<file path="src/rtl/alu_pkg.sv">
// Shared types for the 16-bit ALU and the alu_arbiter sequencer.
package alu_pkg;

    localparam int DATA_W = 16;

    typedef enum logic [1:0] {
        OP_ADD = 2'd0,
        OP_SUB = 2'd1,
        OP_ENC = 2'd2,
        OP_DEC = 2'd3
    } opcode_t;

    typedef enum logic [1:0] {
        ST_IDLE = 2'd0,
        ST_EXEC = 2'd1,
        ST_RESP = 2'd2
    } state_t;

endpackage

</file>
<file path="src/rtl/alu.sv">
// Combinational 16-bit ALU: ADD/SUB mod 2^16, ENC/DEC byte-chained XOR code.
module alu
    import alu_pkg::*;
(
    input  opcode_t             op,
    input  logic [DATA_W-1:0]   a,
    input  logic [DATA_W-1:0]   b,
    output logic [DATA_W-1:0]   y
);

    localparam int H = DATA_W / 2;

    logic [H-1:0] lo;
    logic         unused_b_hi;

    // Only the low byte of b acts as the key; DEC undoes ENC with the same key.
    assign unused_b_hi = ^b[DATA_W-1:H];

    always_comb begin
        lo = a[H-1:0] ^ b[H-1:0];
        y  = '0;
        unique case (op)
            OP_ADD:  y = a + b;
            OP_SUB:  y = a - b;
            OP_ENC:  y = {a[DATA_W-1:H] ^ lo, lo};
            OP_DEC:  y = {a[DATA_W-1:H] ^ a[H-1:0], lo};
            default: y = '0;
        endcase
    end

endmodule

</file>
<file path="src/rtl/rr_arbiter.sv">
// Combinational round-robin pick: first valid index after last_grant, wrapping.
module rr_arbiter #(
    parameter int NUM_REQ = 4,
    parameter int ID_W    = $clog2(NUM_REQ)
) (
    input  logic [NUM_REQ-1:0] valid,
    input  logic [ID_W-1:0]    last_grant,
    output logic               any_valid,
    output logic [ID_W-1:0]    grant
);

    always_comb begin
        any_valid = 1'b0;
        grant     = '0;
        for (int k = 1; k <= NUM_REQ; k++) begin
            if (!any_valid && valid[(int'(last_grant) + k) % NUM_REQ]) begin
                any_valid = 1'b1;
                grant     = ID_W'((int'(last_grant) + k) % NUM_REQ);
            end
        end
    end

endmodule

</file>
<file path="src/rtl/alu_arbiter.sv">
// Shares one ALU between NUM_REQ requesters: accept (IDLE) -> compute (EXEC) -> respond (RESP).
module alu_arbiter
    import alu_pkg::*;
#(
    parameter int NUM_REQ = 4,
    parameter int ID_W    = $clog2(NUM_REQ)
) (
    input  logic                      clk,
    input  logic                      rst_n,
    input  logic [NUM_REQ-1:0]        req_valid,
    output logic [NUM_REQ-1:0]        req_ready,
    input  logic [2*NUM_REQ-1:0]      req_instr,
    input  logic [DATA_W*NUM_REQ-1:0] req_a,
    input  logic [DATA_W*NUM_REQ-1:0] req_b,
    output logic                      rsp_valid,
    input  logic                      rsp_ready,
    output logic [ID_W-1:0]           rsp_id,
    output logic [DATA_W-1:0]         rsp_data,
    output logic                      busy,
    output logic [DATA_W-1:0]         op_count
);

    state_t              state, state_next;
    logic [ID_W-1:0]     last_grant, grant, cur_id;
    logic                any_valid;
    opcode_t             cur_op;
    logic [DATA_W-1:0]   cur_a, cur_b, alu_y, count_q;
    logic                accept;

    rr_arbiter #(.NUM_REQ(NUM_REQ), .ID_W(ID_W)) u_arb (
        .valid      (req_valid),
        .last_grant (last_grant),
        .any_valid  (any_valid),
        .grant      (grant)
    );

    // The ALU only ever sees latched operands, never the live request buses.
    alu u_alu (
        .op (cur_op),
        .a  (cur_a),
        .b  (cur_b),
        .y  (alu_y)
    );

    assign accept   = (state == ST_IDLE) && any_valid;
    assign busy     = (state != ST_IDLE);
    assign op_count = count_q;

    always_comb begin
        state_next = state;
        req_ready  = '0;
        unique case (state)
            ST_IDLE: begin
                if (any_valid) begin
                    req_ready[grant] = 1'b1;
                    state_next       = ST_EXEC;
                end
            end
            ST_EXEC: state_next = ST_RESP;
            ST_RESP: if (rsp_ready) state_next = ST_IDLE;
            default: state_next = ST_IDLE;
        endcase
    end

    always_ff @(posedge clk or negedge rst_n) begin
        if (!rst_n) begin
            state      <= ST_IDLE;
            last_grant <= ID_W'(NUM_REQ - 1);
            cur_id     <= '0;
            cur_op     <= OP_ADD;
            cur_a      <= '0;
            cur_b      <= '0;
            rsp_valid  <= 1'b0;
            rsp_id     <= '0;
            rsp_data   <= '0;
            count_q    <= '0;
        end else begin
            state <= state_next;
            if (accept) begin
                last_grant <= grant;
                cur_id     <= grant;
                cur_op     <= opcode_t'(req_instr[2*grant +: 2]);
                cur_a      <= req_a[DATA_W*grant +: DATA_W];
                cur_b      <= req_b[DATA_W*grant +: DATA_W];
            end
            if (state == ST_EXEC) begin
                rsp_valid <= 1'b1;
                rsp_id    <= cur_id;
                rsp_data  <= alu_y;
            end
            // rsp_id/rsp_data keep their last value after the handshake.
            if (state == ST_RESP && rsp_ready) begin
                rsp_valid <= 1'b0;
                count_q   <= count_q + 1'b1;
            end
        end
    end

endmodule
</file>
<file path="config.mk">
export PLATFORM = sky130hd
export DESIGN_NAME = alu_arbiter
export DESIGN_NICKNAME = d
export VERILOG_FILES = /design/src/rtl/alu_pkg.sv /design/src/rtl/alu.sv /design/src/rtl/rr_arbiter.sv /design/src/rtl/alu_arbiter.sv
export SDC_FILE = /design/constraint.sdc
export NUM_CORES = 1
export LEC_CHECK = 0
export ABC_AREA = 1
export CAP_MARGIN = 20
export CORE_AREA = 2 2 115 106
export CTS_CLUSTER_DIAMETER = 200
export DETAILED_ROUTE_END_ITERATION = 7
export DIE_AREA = 0 0 117 108
export DONT_BUFFER_PORTS = 1
export HOLD_SLACK_MARGIN = 0.02
export PLACE_DENSITY = 0.78
export SETUP_SLACK_MARGIN = 0.1
export SLEW_MARGIN = 20
export SYNTH_ARGS = -nofsm -noshare
export SYNTH_HDL_FRONTEND = slang
export SYNTH_HIERARCHICAL = 1
export SYNTH_SLANG_ARGS = --single-unit
</file>
<file path="constraint.sdc">
create_clock -name clk -period 3.4 [get_ports clk]
set_input_delay 0.68 -clock clk [delete_from_list [all_inputs] [get_ports clk]]
set_output_delay 0.68 -clock clk [all_outputs]
set_load 0.05 [all_outputs]
</file>
==> summary.md <==
| Metric | Value |
|---|---|
| Outcome | `finished, final reports clean` |
| Commonest non-fill, non-tap cell in the layout | `nand2_1` |
| Total GRT Usage | `25.1%` |
| Area grow syn2layout | `6.06%` |
| # clock sinks | `75` |
| Total clock buffers created by CTS | `9` |
| Max frequency | `0.325 GHz` |
| Clock Latency Late Sink | `0.33 ns` |
| Hold Path Class | `primary input to asynchronous set/reset pin` |
| Grt ovf | `0` |
| WL/cell | `13.7 µm` |
| Synthesized flop and latch total | `75` |
| Critical path type | `flip-flop to output pin` |
| Critical path endpoint category | `output pin` |
| Final instance area | `6530 µm²` |
| Clk pin slew, worst setup/hold paths | `0.06 ns` |
| Placed Area | `6230 µm²` |
| Setup Total Neg Slack | `0 ns` |
| Core area | `11,300 µm²` |
| Crit path launch type | `flip-flop` |
| Via/cell ratio | `5.26` |
| First-pass DRT Iterations | `5` |
| Post-CTS Hold Buffers | `0` |
| Clock tree from TritonCTS | `yes` |
| Max_slew headroom | `58.7%` |
| Mapped Nets | `1,127` |
| Starting Density | `54.3%` |
| Finished Layout Cells | `1,113` |
| Fill count | `1,096` |
| Root buffer cell | `clkbuf_16` |
| Final ANT Viol Nets | `0` |
| Die Wd | `117 µm` |
| DRT iter0 DRCs | `480` |
| Postcts setup bufs | `0` |
| Htree depth | `3` |
| Nets | `1,113` |
| I/O Pins | `183` |
| Clock skew | `0.00563 ns` |
| Post-layout util | `57.6%` |
| Max-Cap Viols | `0` |
| Synth cell types | `43` |
| Clk buf depth | `2` |
| Share of post-route cells with drive strength above 1 | `8.99%` |
| Fin crit share | `90.6%` |
| Post-synth ARST share | `100%` |
| Routability congestion estimate | `0.999` |
| Die height | `108 µm` |
| Largest net degree at the start of global routing | `76` |
| Worst EP arrival | `2.40 ns` |
| Ant. Diodes | `0` |
| Most frequent cells in the layout | `308 x nand2_1, 182 x nor2_1, 73 x dfrtp_1, 67 x inv_1, 57 x o21ai_0` |
| Post-DP HPWL | `11,900 µm` |
| Synth Cell Area | `6160 µm²` |
| First-pass GRT wire length | `25,300 µm` |
| Vias in the first global route | `5,274` |
| PortBufs | `0` |
| Min Tclk post-route | `3.08 ns` |
| Via count | `5,854` |
| WP data required | `2.72 ns` |
| Post-synthesis sequential area ratio | `30.5%` |
| Die area | `12,600 µm²` |
| Worst Tran Pin Value | `0.620 ns` |
| Final Setup Violations | `0` |
| Syn_area_per_cell | `6.37 µm²` |
| DRC | `0` |
| Post-Place Cells | `1,097` |
| Post-synth EDFFs | `0` |
| Ys flop type | `dfrtp_1` |
| Initial antenna violation count | `0` |
| Routed wire length | `15,300 µm` |
| Post-Syn Instances | `966` |
| Number of gates resized after cts | `0` |
| # rows | `37` |
| Yosys warnings | `6` |
| CP max FO | `11` |
| Final Hold Fails | `0` |
| Max-slew violations | `0` |
| RSZ-0062 raised after global routing | `false` |
[metrics by stage]
stage | worst slack, ns | hold slack (ns)
after floorplan | 0.349 | 0.384
after global placement | 0.566 | 0.386
after detailed placement | 0.534 | 0.386
after CTS | 0.321 | 0.0298
after global routing | 0.151 | 0.0225
final | 0.321 | 0.0372
[synth_stat cells (all sizes together), types with 2 or more instances]
cell type  number  area share, %
buf            29            3.3
nand2         325             21
xor2           11            1.6
clkbuf         10           0.69
a21oi          23            2.1
and2            3           0.30
nand3b          3           0.37
o21ai         114            9.9
nor3            4           0.59
nor2          188             12
o22ai           4           0.41
inv            77            4.8
dfrtp          73             30
ha             17            3.5
nand4          10            1.0
dfstp           2           0.85
xnor2          24            3.5
o21a            3           0.39
nand3          39            3.3
[layer usage]
layer,global-route usage [%],share of wire (%),up-vias
met5,0,0,-
met4,4.79,0.88,0
met3,4.37,7.6,13
met2,39.9,46,226
met1,36.3,46,2590
li1,-,-,3025
[flip-flops by register name (all words and copies together) (netlist names)]
name	flops
cur_a	16
cur_op	2
rsp_data	16
rsp_id	2
cur_id	2
cur_b	16
last_grant	2
rsp_valid	1
state	2
op_count	16
[worst paths after layout]
check                                   start             to  slack, ns  cells past startpoint
worst max-delay path            last_grant[0]   req_ready[1]       0.32                     10
worst min-delay path                    rst_n      rsp_id[1]       0.04                      0
worst max register to register  last_grant[0]       cur_a[1]       0.57                     15
worst min register to register      cur_b[15]      cur_b[15]       0.53                      2
max in group asynchronous               rst_n  last_grant[0]       3.18                      0
min in group clk                    rsp_ready       state[1]       0.46                      1
[cell families after synthesis]
family / Yosys count / share of synthesized area [%]
AOI/OAI and AO/OA: 147 / 13.1
and+or+nand+nor: 575 / 38.7
buffers and inverters: 116 / 8.78
adders and majority gates: 18 / 3.78
DFF: 75 / 30.5
xor gates and xnor gates: 35 / 5.10
[worst max-delay path, stage by stage, from the launching register on]
cell and delay [ns]:
dfstp_2 0.67, nand2_1 0.16, nand2_4 0.11, nand2_4 0.07, nand2_4 0.08, nor2_1 0.04
a21oi_1 0.17, nand3_2 0.25, nand2_1 0.26, nor2_1 0.06, buf_4 0.20
[final cells by class]
cell class | count | area (µm²) | share of cell area, %
clock buffers | 9 | 225 | 3.45
clock inverters | 7 | 76.3 | 1.17
inverters | 77 | 294 | 4.50
multi-input cells | 775 | 3740 | 57.3
flip-flops and latches | 75 | 1880 | 28.8
well taps | 156 | 195 | 2.99
repair buffers | 14 | 118 | 1.80
Power is not shown: default switching activity piles up to over one toggle a cycle in this logic, so the estimate is an artifact.
